==> src/rtl/efuse_macro_emu.sv <==
// 256-bit OTP eFuse macro emulator: answers efuse_ctrl PGM/READ pulses and flags protocol errors.
// Optional preload of the fuse image at reset is enabled by EFUSE_EMU_PRELOAD_EN.
module efuse_macro_emu #(
  parameter int           TRD_MIN  = 2,
  parameter int           TPGM_MIN = 2,
  parameter logic [255:0] INIT_VAL = '0
) (
  input  logic         clk,
  input  logic         rst,
  input  logic         efuse_pgmen_i,
  input  logic         efuse_rden_i,
  input  logic         efuse_aen_i,
  input  logic [7:0]   efuse_addr_i,
  output logic [7:0]   efuse_rdata_o,
  input  logic         emu_err_clr,
  output logic         emu_timing_err,
  output logic         emu_proto_err,
  output logic [8:0]   emu_pgm_cnt,
  output logic [255:0] emu_fuse_bits
);

  typedef enum logic [1:0] {IDLE, RD_PULSE, PGM_PULSE, ABORT} state_t;

  function automatic logic [8:0] popcnt(input logic [255:0] v);
    logic [8:0] c;
    c = '0;
    for (int i = 0; i < 256; i++) c = c + 9'(v[i]);
    return c;
  endfunction

`ifdef EFUSE_EMU_PRELOAD_EN
  localparam bit PRELOAD = 1'b1;
`else
  localparam bit PRELOAD = 1'b0;
`endif
  localparam logic [255:0] ARR_RST = PRELOAD ? INIT_VAL : '0;
  localparam logic [8:0]   CNT_RST = popcnt(ARR_RST);
  localparam logic [9:0]   TRD     = 10'(TRD_MIN);
  localparam logic [9:0]   TPGM    = 10'(TPGM_MIN);

  state_t       state_q, state_d;
  logic         aen_q;
  logic [7:0]   addr_q, addr_d;
  logic [9:0]   wcnt_q, wcnt_d;
  logic [7:0]   rdata_q, rdata_d;
  logic         tim_q, tim_d;
  logic         proto_q, proto_d;
  logic [8:0]   cnt_q, cnt_d;
  logic [255:0] arr_q, arr_d;

  logic rise, fall, tset, pset, op_chg;

  assign rise = efuse_aen_i & ~aen_q;
  assign fall = ~efuse_aen_i & aen_q;

  always_comb begin
    state_d = state_q;
    addr_d  = addr_q;
    wcnt_d  = wcnt_q;
    rdata_d = rdata_q;
    cnt_d   = cnt_q;
    arr_d   = arr_q;
    tset    = 1'b0;
    pset    = 1'b0;
    op_chg  = (state_q == RD_PULSE) ? (efuse_pgmen_i | ~efuse_rden_i)
                                    : (~efuse_pgmen_i | efuse_rden_i);
    case (state_q)
      IDLE: begin
        if (rise) begin
          addr_d = efuse_addr_i;
          wcnt_d = 10'd1;
          if (efuse_pgmen_i & ~efuse_rden_i)      state_d = PGM_PULSE;
          else if (efuse_rden_i & ~efuse_pgmen_i) state_d = RD_PULSE;
          else begin
            state_d = ABORT;
            pset    = 1'b1;
          end
        end
      end
      RD_PULSE, PGM_PULSE: begin
        if (efuse_aen_i) begin
          if (op_chg || efuse_addr_i != addr_q) begin
            state_d = ABORT;
            pset    = 1'b1;
          end else if (wcnt_q != 10'h3FF) begin
            wcnt_d = wcnt_q + 10'd1;
          end
        end else if (fall) begin
          state_d = IDLE;
          if (state_q == RD_PULSE) begin
            rdata_d = 8'h00;
            if (addr_q[7:5] != 3'b000) pset = 1'b1;
            else if (wcnt_q < TRD)     tset = 1'b1;
            else rdata_d = arr_q[{addr_q[4:0], 3'b000} +: 8];
          end else if (wcnt_q < TPGM) begin
            tset = 1'b1;
          end else begin
            // Re-blowing an already set bit is legal and leaves the count alone
            if (!arr_q[addr_q]) cnt_d = cnt_q + 9'd1;
            arr_d[addr_q] = 1'b1;
          end
        end
      end
      ABORT: begin
        if (!efuse_aen_i) state_d = IDLE;
      end
      default: state_d = IDLE;
    endcase
    tim_d   = tset | (tim_q & ~emu_err_clr);
    proto_d = pset | (proto_q & ~emu_err_clr);
  end

  always_ff @(posedge clk or posedge rst) begin
    if (rst) begin
      state_q <= IDLE;
      aen_q   <= 1'b0;
      addr_q  <= '0;
      wcnt_q  <= '0;
      rdata_q <= '0;
      tim_q   <= 1'b0;
      proto_q <= 1'b0;
      cnt_q   <= CNT_RST;
      arr_q   <= ARR_RST;
    end else begin
      state_q <= state_d;
      aen_q   <= efuse_aen_i;
      addr_q  <= addr_d;
      wcnt_q  <= wcnt_d;
      rdata_q <= rdata_d;
      tim_q   <= tim_d;
      proto_q <= proto_d;
      cnt_q   <= cnt_d;
      arr_q   <= arr_d;
    end
  end

  assign efuse_rdata_o  = rdata_q;
  assign emu_timing_err = tim_q;
  assign emu_proto_err  = proto_q;
  assign emu_pgm_cnt    = cnt_q;
  assign emu_fuse_bits  = arr_q;

endmodule
==> config.mk <==
export PLATFORM = sky130hd
export DESIGN_NAME = efuse_macro_emu
export DESIGN_NICKNAME = d
export VERILOG_FILES = /design/src/rtl/efuse_macro_emu.sv
export SDC_FILE = /design/constraint.sdc
export NUM_CORES = 1
export LEC_CHECK = 0
export CORE_MARGIN = 2
export CORE_UTILIZATION = 53
export CTS_CLUSTER_DIAMETER = 60
export DETAILED_ROUTE_END_ITERATION = 7
export GPL_ROUTABILITY_DRIVEN = 0
export HOLD_SLACK_MARGIN = 0.05
export PLACE_DENSITY = 0.81
export SLEW_MARGIN = 5
export SYNTH_ARGS = -nofsm -noshare
export SYNTH_HDL_FRONTEND = slang
export SYNTH_SLANG_ARGS = --single-unit
==> constraint.sdc <==
create_clock -name clk -period 15.95 [get_ports clk]
set_clock_uncertainty 0.2 [all_clocks]
set_input_delay 3.9875 -clock clk [delete_from_list [all_inputs] [get_ports clk]]
set_output_delay 3.9875 -clock clk [all_outputs]
set_load 0.02 [all_outputs]
==> reports/metrics.yaml, run 1 <==
global_route:
  track_usage_pct: 33.8
  grt_first_pass_wirelength_mm: 77.8
  grt_pass1_vias: 12395
  grt_antenna_before_repair: 1
  grt_overflow: 0
  grt_max_degree: 180
layout:
  syn_to_final_growth_pct: 26.7
  final-instance-count-excl-fill: 1823
  nNetsFinal: 1448
  drive_gt1_share_pct: 15.1
  fillerInstances: 2021
  final_area_um2: 19200
  num_antenna_cells: 0
synth:
  yosys_warnings: 0
  synth_area_leaders: "dfrtp_1 (49%), mux4_2 (18%), a21o_1 (9.5%)"
  synth_commonest_cells: "dfrtp_1 (296), a21o_1 (192), mux4_2 (118)"
  ys_seq_elements: 296
  seq_area_frac_synth_pct: 48.9
  post-synth-top-count-cell: "dfrtp_1"
  synth_cell_type_count: 65
  synth_flop_cell: "dfrtp_1"
  async_reset_ff_share_pct: 100
  netlist_area_um2: 15100
  synth_top_area_cell: "dfrtp_1"
  synth-edff-count: 0
  syn_avg_cell_area_um2: 12.9
  synth_top_area_share_pct: 48.9
  netlist_instances: 1178
  syn_nets: 1202
timing:
  drv_slew: 0
  setup_viol: 0
  worst_pin_slew_ns: 1.29
  finalCriticalPeriod_ns: 7.35
  hold_viol_final: 0
  setup-tns-final_ns: 0
  grt_setup_unrepaired: "no"
  fmax_mhz: 136
  relSlewSlack_pct: 13.9
  period_share_pct: 46.1
placed_design:
  post_dp_cell_area_um2: 18200
  dp_hpwl_mm: 35.6
  port_buffers: 288
  dp.cells: 1769
pwr:
  p_leak_nw: 9.61
  clkPwrFrac_pct: 22.9
  pwr-share-seq_pct: 34.9
  switchingPower_mw: 1.24
  power_density_nw_per_um2: 161
  combinationalPowerShare_pct: 42.2
  vdd_drop_max_mv: 0.158
  power_switching_share_pct: 40.3
  p_int_mw: 1.84
clocking:
  cts.reportedPaths.clkPinSlew_ns: 0.06
  holdBufCountCts: 0
  cts_root_buf: "clkbuf_16"
  cts_resized: 0
  cts_made_buffers: 31
  cts_buffer_depth: 3
  clkSinkCount: 296
  cts_setup_buffers: 0
  htree_levels: 1
  cts_tree: "yes"
  clkLatencyLatePin_ns: 0.56
routing:
  drt_wl_total_mm: 51.0
  drt_pre_antenna_iters: 8
  drt_iter0_markers: 1595
  vias_per_cell: 6.77
  ant_nets: 0
  wl_per_cell_um: 28.0
  drc: 2
  vias: 12345
critical_path:
  path_max_fanout: 16
  cp_slowest_cell: "nor3b_1"
  r2r_slack_ns: 11.30
  arrival_ns: 7.64
  start_kind: "input pin"
  worstPathRequired_ns: 16.23
  timing_worst_setup_path_type: "in2reg"
  crit_end: "emu_fuse_bits[115]$_DFFE_PP0P_"
  crit_path_end_kind: "register"
  startpoint: "efuse_aen_i"
  rr_startpoint: "addr_q[0]$_DFFE_PP0P_"
  reg2reg_depth: 9
  path_cells: "clkdlybuf4s50_1, or3_1, nor3b_1, nand3b_1, nor2_1, a21o_1"
  r2r-end: "emu_pgm_cnt[6]$_DFFE_PP0P_"
  max_stage_delay_ns: 1.03
outcome:
  violations: "DRC"
  status: "complete, but fails checks"
die:
  die-area_um2: 29900
  rows: 61
  die_w_um: 173
  io_pins: 289
  start_util_pct: 54.2
  core_area_um2: 27900
  die_h_um: 173
worst_hold_path:
  hp-class: "reg2reg"
job:
  drv_cap: 0
[state kept, by name, summed over array words and instances (netlist names)]
name,flops
emu_fuse_bits,256
wcnt_q,10
emu_pgm_cnt,9
addr_q,8
efuse_rdata_o,8
state_q,2
aen_q,1
emu_proto_err,1
emu_timing_err,1
[cell type report]
class | count | area [um2] | share of cell area, %
inverters | 16 | 67.6 | 0.352
well taps | 378 | 473 | 2.46
clock inverters | 11 | 108 | 0.561
flip-flops and latches | 296 | 7420 | 38.7
clock buffers | 43 | 871 | 4.54
repair buffers | 306 | 3040 | 15.9
multi-input cells | 773 | 7210 | 37.6
[stage by stage]
| stage | setup WS [ns] | hold slack, ns | utilization (%) | power [mW] |
|---|---|---|---|---|
| final | 8.60 | 0.273 | 68.7 | 3.08 |
| after global routing | 8.67 | 0.295 | 68.7 | 3.19 |
| after CTS | 8.93 | 0.275 | 68.7 | 3.06 |
| after detailed placement | 8.39 | 0.267 | 65.2 | 2.36 |
| after global placement | 8.51 | 0.262 | 65.2 | 2.33 |
| after floorplan | 3.59 | 0.288 | - | 1.88 |
[critical path: cells and delay by family]
| family | cells | cell delay [ns] |
|---|---|---|
| and+or+nand+nor | 4 | 2.80 |
| AOI/OAI and AO/OA | 1 | 0.27 |
| buffers and inverters | 1 | 0.57 |
[per-layer routing]
| layer | vias to the layer above | GRT usage [%] | share of wire (%) |
|---|---|---|---|
| met1 | 6316 | 46.5 | 38 |
| met2 | 913 | 50.3 | 45 |
| met3 | 179 | 9.94 | 12 |
| li1 | 4933 | - | - |
| met4 | 4 | 14.8 | 4.9 |
| met5 | - | 0.801 | 0.096 |
[how the worst min path moves through the flow]
stage,end,startpoint,slack (ns),depth (start not counted)
after floorplan,wcnt_q[1]$_DFFE_PP0P_,wcnt_q[1]$_DFFE_PP0P_,0.29,2
after detailed placement,emu_pgm_cnt[8]$_DFFE_PP0P_,emu_pgm_cnt[8]$_DFFE_PP0P_,0.27,1
after global routing,emu_pgm_cnt[8]$_DFFE_PP0P_,emu_pgm_cnt[8]$_DFFE_PP0P_,0.30,1
after global placement,emu_pgm_cnt[8]$_DFFE_PP0P_,emu_pgm_cnt[8]$_DFFE_PP0P_,0.26,1
final,emu_pgm_cnt[8]$_DFFE_PP0P_,emu_pgm_cnt[8]$_DFFE_PP0P_,0.27,1
after CTS,emu_pgm_cnt[8]$_DFFE_PP0P_,emu_pgm_cnt[8]$_DFFE_PP0P_,0.28,1
[layout by cell type, fill, tap and decap left out, types with 3 or more instances in the layout]
master,netlist,routed
a2111oi_0,5,5
a211oi_1,5,5
a21o_1,192,192
a21oi_1,11,11
a311o_1,3,3
a31oi_1,4,4
and2_1,4,4
buf_4,6,16
clkbuf_1,51,7
clkbuf_16,0,31
clkbuf_8,0,5
clkdlybuf4s50_1,0,288
clkinv_2,0,8
dfrtp_1,296,292
ha_1,10,10
inv_1,15,14
mux2_2,14,14
mux2i_1,38,38
mux4_2,118,118
nand2_1,73,73
nand2b_1,7,7
nand3_1,17,17
nand3b_1,3,3
nand4_1,6,6
nor2_1,63,60
nor2_2,0,3
nor2b_1,11,11
nor3_1,5,5
nor3_2,3,3
nor3b_1,3,3
nor4_1,5,5
o211ai_1,5,5
o21ai_0,26,26
o21bai_1,65,65
o221ai_1,4,4
o22ai_1,15,15
or2_2,3,3
or3_1,4,4
xnor2_1,3,3
xor2_1,17,17
[power groups by stage]
| stage | Clock, mW | Combinational (mW) | Sequential, mW |
|---|---|---|---|
| after floorplan | 0 | 0.790 | 1.09 |
| after global placement | 0 | 1.25 | 1.08 |
| after detailed placement | 0 | 1.28 | 1.08 |
| after CTS | 0.709 | 1.28 | 1.07 |
| after global routing | 0.738 | 1.36 | 1.09 |
| final | 0.707 | 1.30 | 1.08 |
[cell families after synthesis]
family / after synthesis / share of synthesized area, %
AO/OA/AOI/OAI: 355 / 17.2
adder cells (fa/ha/maj): 10 / 0.826
XOR/XNOR: 20 / 1.16
multiplexers: 172 / 21.5
buffers and inverters: 109 / 3.51
flip-flops: 296 / 48.9
AND/OR/NAND/NOR: 216 / 6.89
Note: power is estimated with default switching activity, not from simulation.
==> run 2: changes to the inputs <==
--- a/config.mk
+++ b/config.mk
@@ -6,12 +6,12 @@
 export NUM_CORES = 1
 export LEC_CHECK = 0
 export CORE_MARGIN = 2
-export CORE_UTILIZATION = 53
+export CORE_UTILIZATION = 48
 export CTS_CLUSTER_DIAMETER = 60
 export DETAILED_ROUTE_END_ITERATION = 7
 export GPL_ROUTABILITY_DRIVEN = 0
 export HOLD_SLACK_MARGIN = 0.05
-export PLACE_DENSITY = 0.81
+export PLACE_DENSITY = 0.78
 export SLEW_MARGIN = 5
 export SYNTH_ARGS = -nofsm -noshare
 export SYNTH_HDL_FRONTEND = slang
==> constraint.sdc (replaced) <==
create_clock -name clk -period 6 [get_ports clk]
set_clock_uncertainty 0.2 [all_clocks]
set_input_delay 1.5 -clock clk [delete_from_list [all_inputs] [get_ports clk]]
set_output_delay 1.5 -clock clk [all_outputs]
set_load 0.02 [all_outputs]
==> reports/metrics.yaml, run 2 (synthesized netlist as in run 1, its figures left out) <==
routing:
  vias: 12244  # was 12345
  wl_per_cell_um: 28.0  # about the same
  drt_wl_total_mm: 52.4  # was 51.0 mm
  ant_nets: 0  # unchanged
  drc: 0  # was 2
  vias_per_cell: 6.55  # was 6.77
  drt_pre_antenna_iters: 5  # was 8
  wl_met3_mm: 6.19  # was 6.16 mm
  drt-met1-wl_mm: 20.7  # was 19.4 mm
  topRoutingLayerUsed: "met4"  # was met5
  dr_wl_met2_mm: 23.2  # was 22.8 mm
  drt_iter0_markers: 1509  # was 1595
critical_path:
  worstPathRequired_ns: 6.31  # was 16.23 ns
  cp_slowest_cell: "nor2_1"  # was nor3b_1
  arrival_ns: 5.03  # was 7.64 ns
  r2r_slack_ns: 1.68  # was 11.30 ns
  path_max_fanout: 16  # unchanged
  crit_family: "simple AND/OR/NAND/NOR gates"  # unchanged
  crit_path_end_kind: "register"  # unchanged
  max_stage_delay_ns: 0.97  # was 1.03 ns
  timing_worst_setup_path_type: "in2reg"  # unchanged
  start_kind: "input pin"  # unchanged
  path_cells: "clkdlybuf4s50_1, or3_1, nor3b_1, nand3b_1, nor2_1, a21o_1"  # unchanged
  cp.buffers_inverters: 1  # unchanged
global_route:
  grt_overflow: 0  # unchanged
  grt_antenna_before_repair: 0  # was 1
  track_usage_pct: 31.8  # was 33.8%
  grt_max_degree: 146  # was 180
  grt_pass1_vias: 12200  # was 12395
  grt_first_pass_wirelength_mm: 79.3  # was 77.8 mm
clocking:
  cts_made_buffers: 31  # unchanged
  htree_levels: 1  # unchanged
  holdBufCountCts: 0  # unchanged
  clkSinkCount: 296  # unchanged
  cts_setup_buffers: 0  # unchanged
  cts.reportedPaths.clkPinSlew_ns: 0.06  # about the same
  cts_root_buf: "clkbuf_16"  # unchanged
  cts_tree: "yes"  # unchanged
  cts_resized: 0  # unchanged
  clkLatencyLatePin_ns: 0.57  # was 0.56 ns
  cts_buffer_depth: 3  # unchanged
pwr:
  power_density_nw_per_um2: 438  # was 161 nW/um2
  p_leak_nw: 9.78  # was 9.61 nW
  vdd_drop_max_mv: 0.254  # was 0.158 mV
timing:
  hold_viol_final: 0  # unchanged
  relSlewSlack_pct: 18.2  # was 13.9%
  fmax_mhz: 212
  setup_viol: 0  # unchanged
  period_share_pct: 78.7
  worst_pin_slew_ns: 1.22  # was 1.29 ns
  grt_setup_unrepaired: "no"  # unchanged
  finalCriticalPeriod_ns: 4.72
  drv_slew: 0  # unchanged
  setup-tns-final_ns: 0  # unchanged
layout:
  final_common_cell: "dfrtp_1"  # unchanged
  final-instance-count-excl-fill: 1868  # was 1823
  nNetsFinal: 1465  # was 1448
  drive_gt1_share_pct: 16.5  # was 15.1%
  largest_reg_flops: 256  # unchanged
  num_antenna_cells: 0  # unchanged
  syn_to_final_growth_pct: 29.1  # was 26.7%
  final_cell_mix: "dfrtp_1 (292), clkdlybuf4s50_1 (288), a21o_1 (192), mux4_2 (118), nand2_1 (73)"  # unchanged
die:
  die_w_um: 182  # was 173 um
  start_util_pct: 48.4  # was 54.2%
  rows: 65  # was 61
  die-area_um2: 33000  # was 29900 um2
  die_h_um: 182  # was 173 um
  io_pins: 289  # unchanged
  core_area_um2: 31300  # was 27900 um2
job:
  drv_cap: 0  # unchanged
placed_design:
  port_buffers: 288  # unchanged
  dp_hpwl_mm: 36.7  # was 35.6 mm
  dp.cells: 1810  # was 1769
worst_hold_path:
  hp-class: "reg2reg"  # unchanged
outcome:
  status: "finished clean"  # was complete, but fails checks
==> run 2: cell types whose count changed in the layout (fill, tap and decap cells not counted), moves of 2 or more <==
cell	before	now
clkbuf_1	7	2
nor2_2	3	1
buf_4	16	32
nor2_1	60	62
clkinv_2	8	5
bufinv_16	2	8
clkinvlp_4	1	5
==> run 2: final cells by class <==
type / instances / area (um2)
Fill cell: 2334 / 11800
Multi-Input combinational cell: 773 / 7210
Inverter: 16 / 63.8
Clock inverter: 20 / 324
Sequential cell: 296 / 7420
Tap cell: 402 / 503
Clock buffer: 38 / 852
Timing Repair Buffer: 323 / 3180
==> run 2: worst paths after layout <==
path | cells past startpoint | endpoint | from
setup / recovery | 6 | emu_fuse_bits[86]$_DFFE_PP0P_ | efuse_aen_i
hold / removal | 1 | emu_pgm_cnt[8]$_DFFE_PP0P_ | emu_pgm_cnt[8]$_DFFE_PP0P_
setup reg to reg | 8 | emu_fuse_bits[86]$_DFFE_PP0P_ | state_q[0]$_DFFE_PP0P_
hold reg to reg | 1 | emu_pgm_cnt[8]$_DFFE_PP0P_ | emu_pgm_cnt[8]$_DFFE_PP0P_
max in group asynchronous | 3 | addr_q[0]$_DFFE_PP0P_ | rst
min in group asynchronous | 2 | emu_fuse_bits[195]$_DFFE_PP0P_ | rst
==> run 2: report_power, final <==
group | total (mW) | leakage (nW) | switching [mW] | internal, mW
combinational | 3.36 | 5.13 | 1.84 | 1.52
sequential | 2.99 | 4.08 | 0.690 | 2.30
clock | 2.20 | 0.568 | 0.846 | 1.36
total | 8.56 | 9.78 | 3.38 | 5.18
==> run 2: metal layers <==
layer / vias up / global-route usage [%]
met5: - / 0
met4: 0 / 11.8
met3: 130 / 7.88
met2: 905 / 47.1
met1: 6246 / 45.8
li1: 4963 / -
==> run 2: through the flow <==
step	hold slack [ns]	util [%]	setup slack, ns	power [mW]	instance area [um2]
2_1_floorplan	0.288	-	0.369	5.00	15100
3_3_place_gp	0.262	58.7	1.03	6.25	18400
3_5_place_dp	0.258	58.7	0.946	6.31	18400
4_1_cts	0.270	62.4	1.51	8.50	19500
5_1_grt	0.276	62.4	1.18	8.85	19500
6_report	0.266	62.4	1.28	8.56	19500
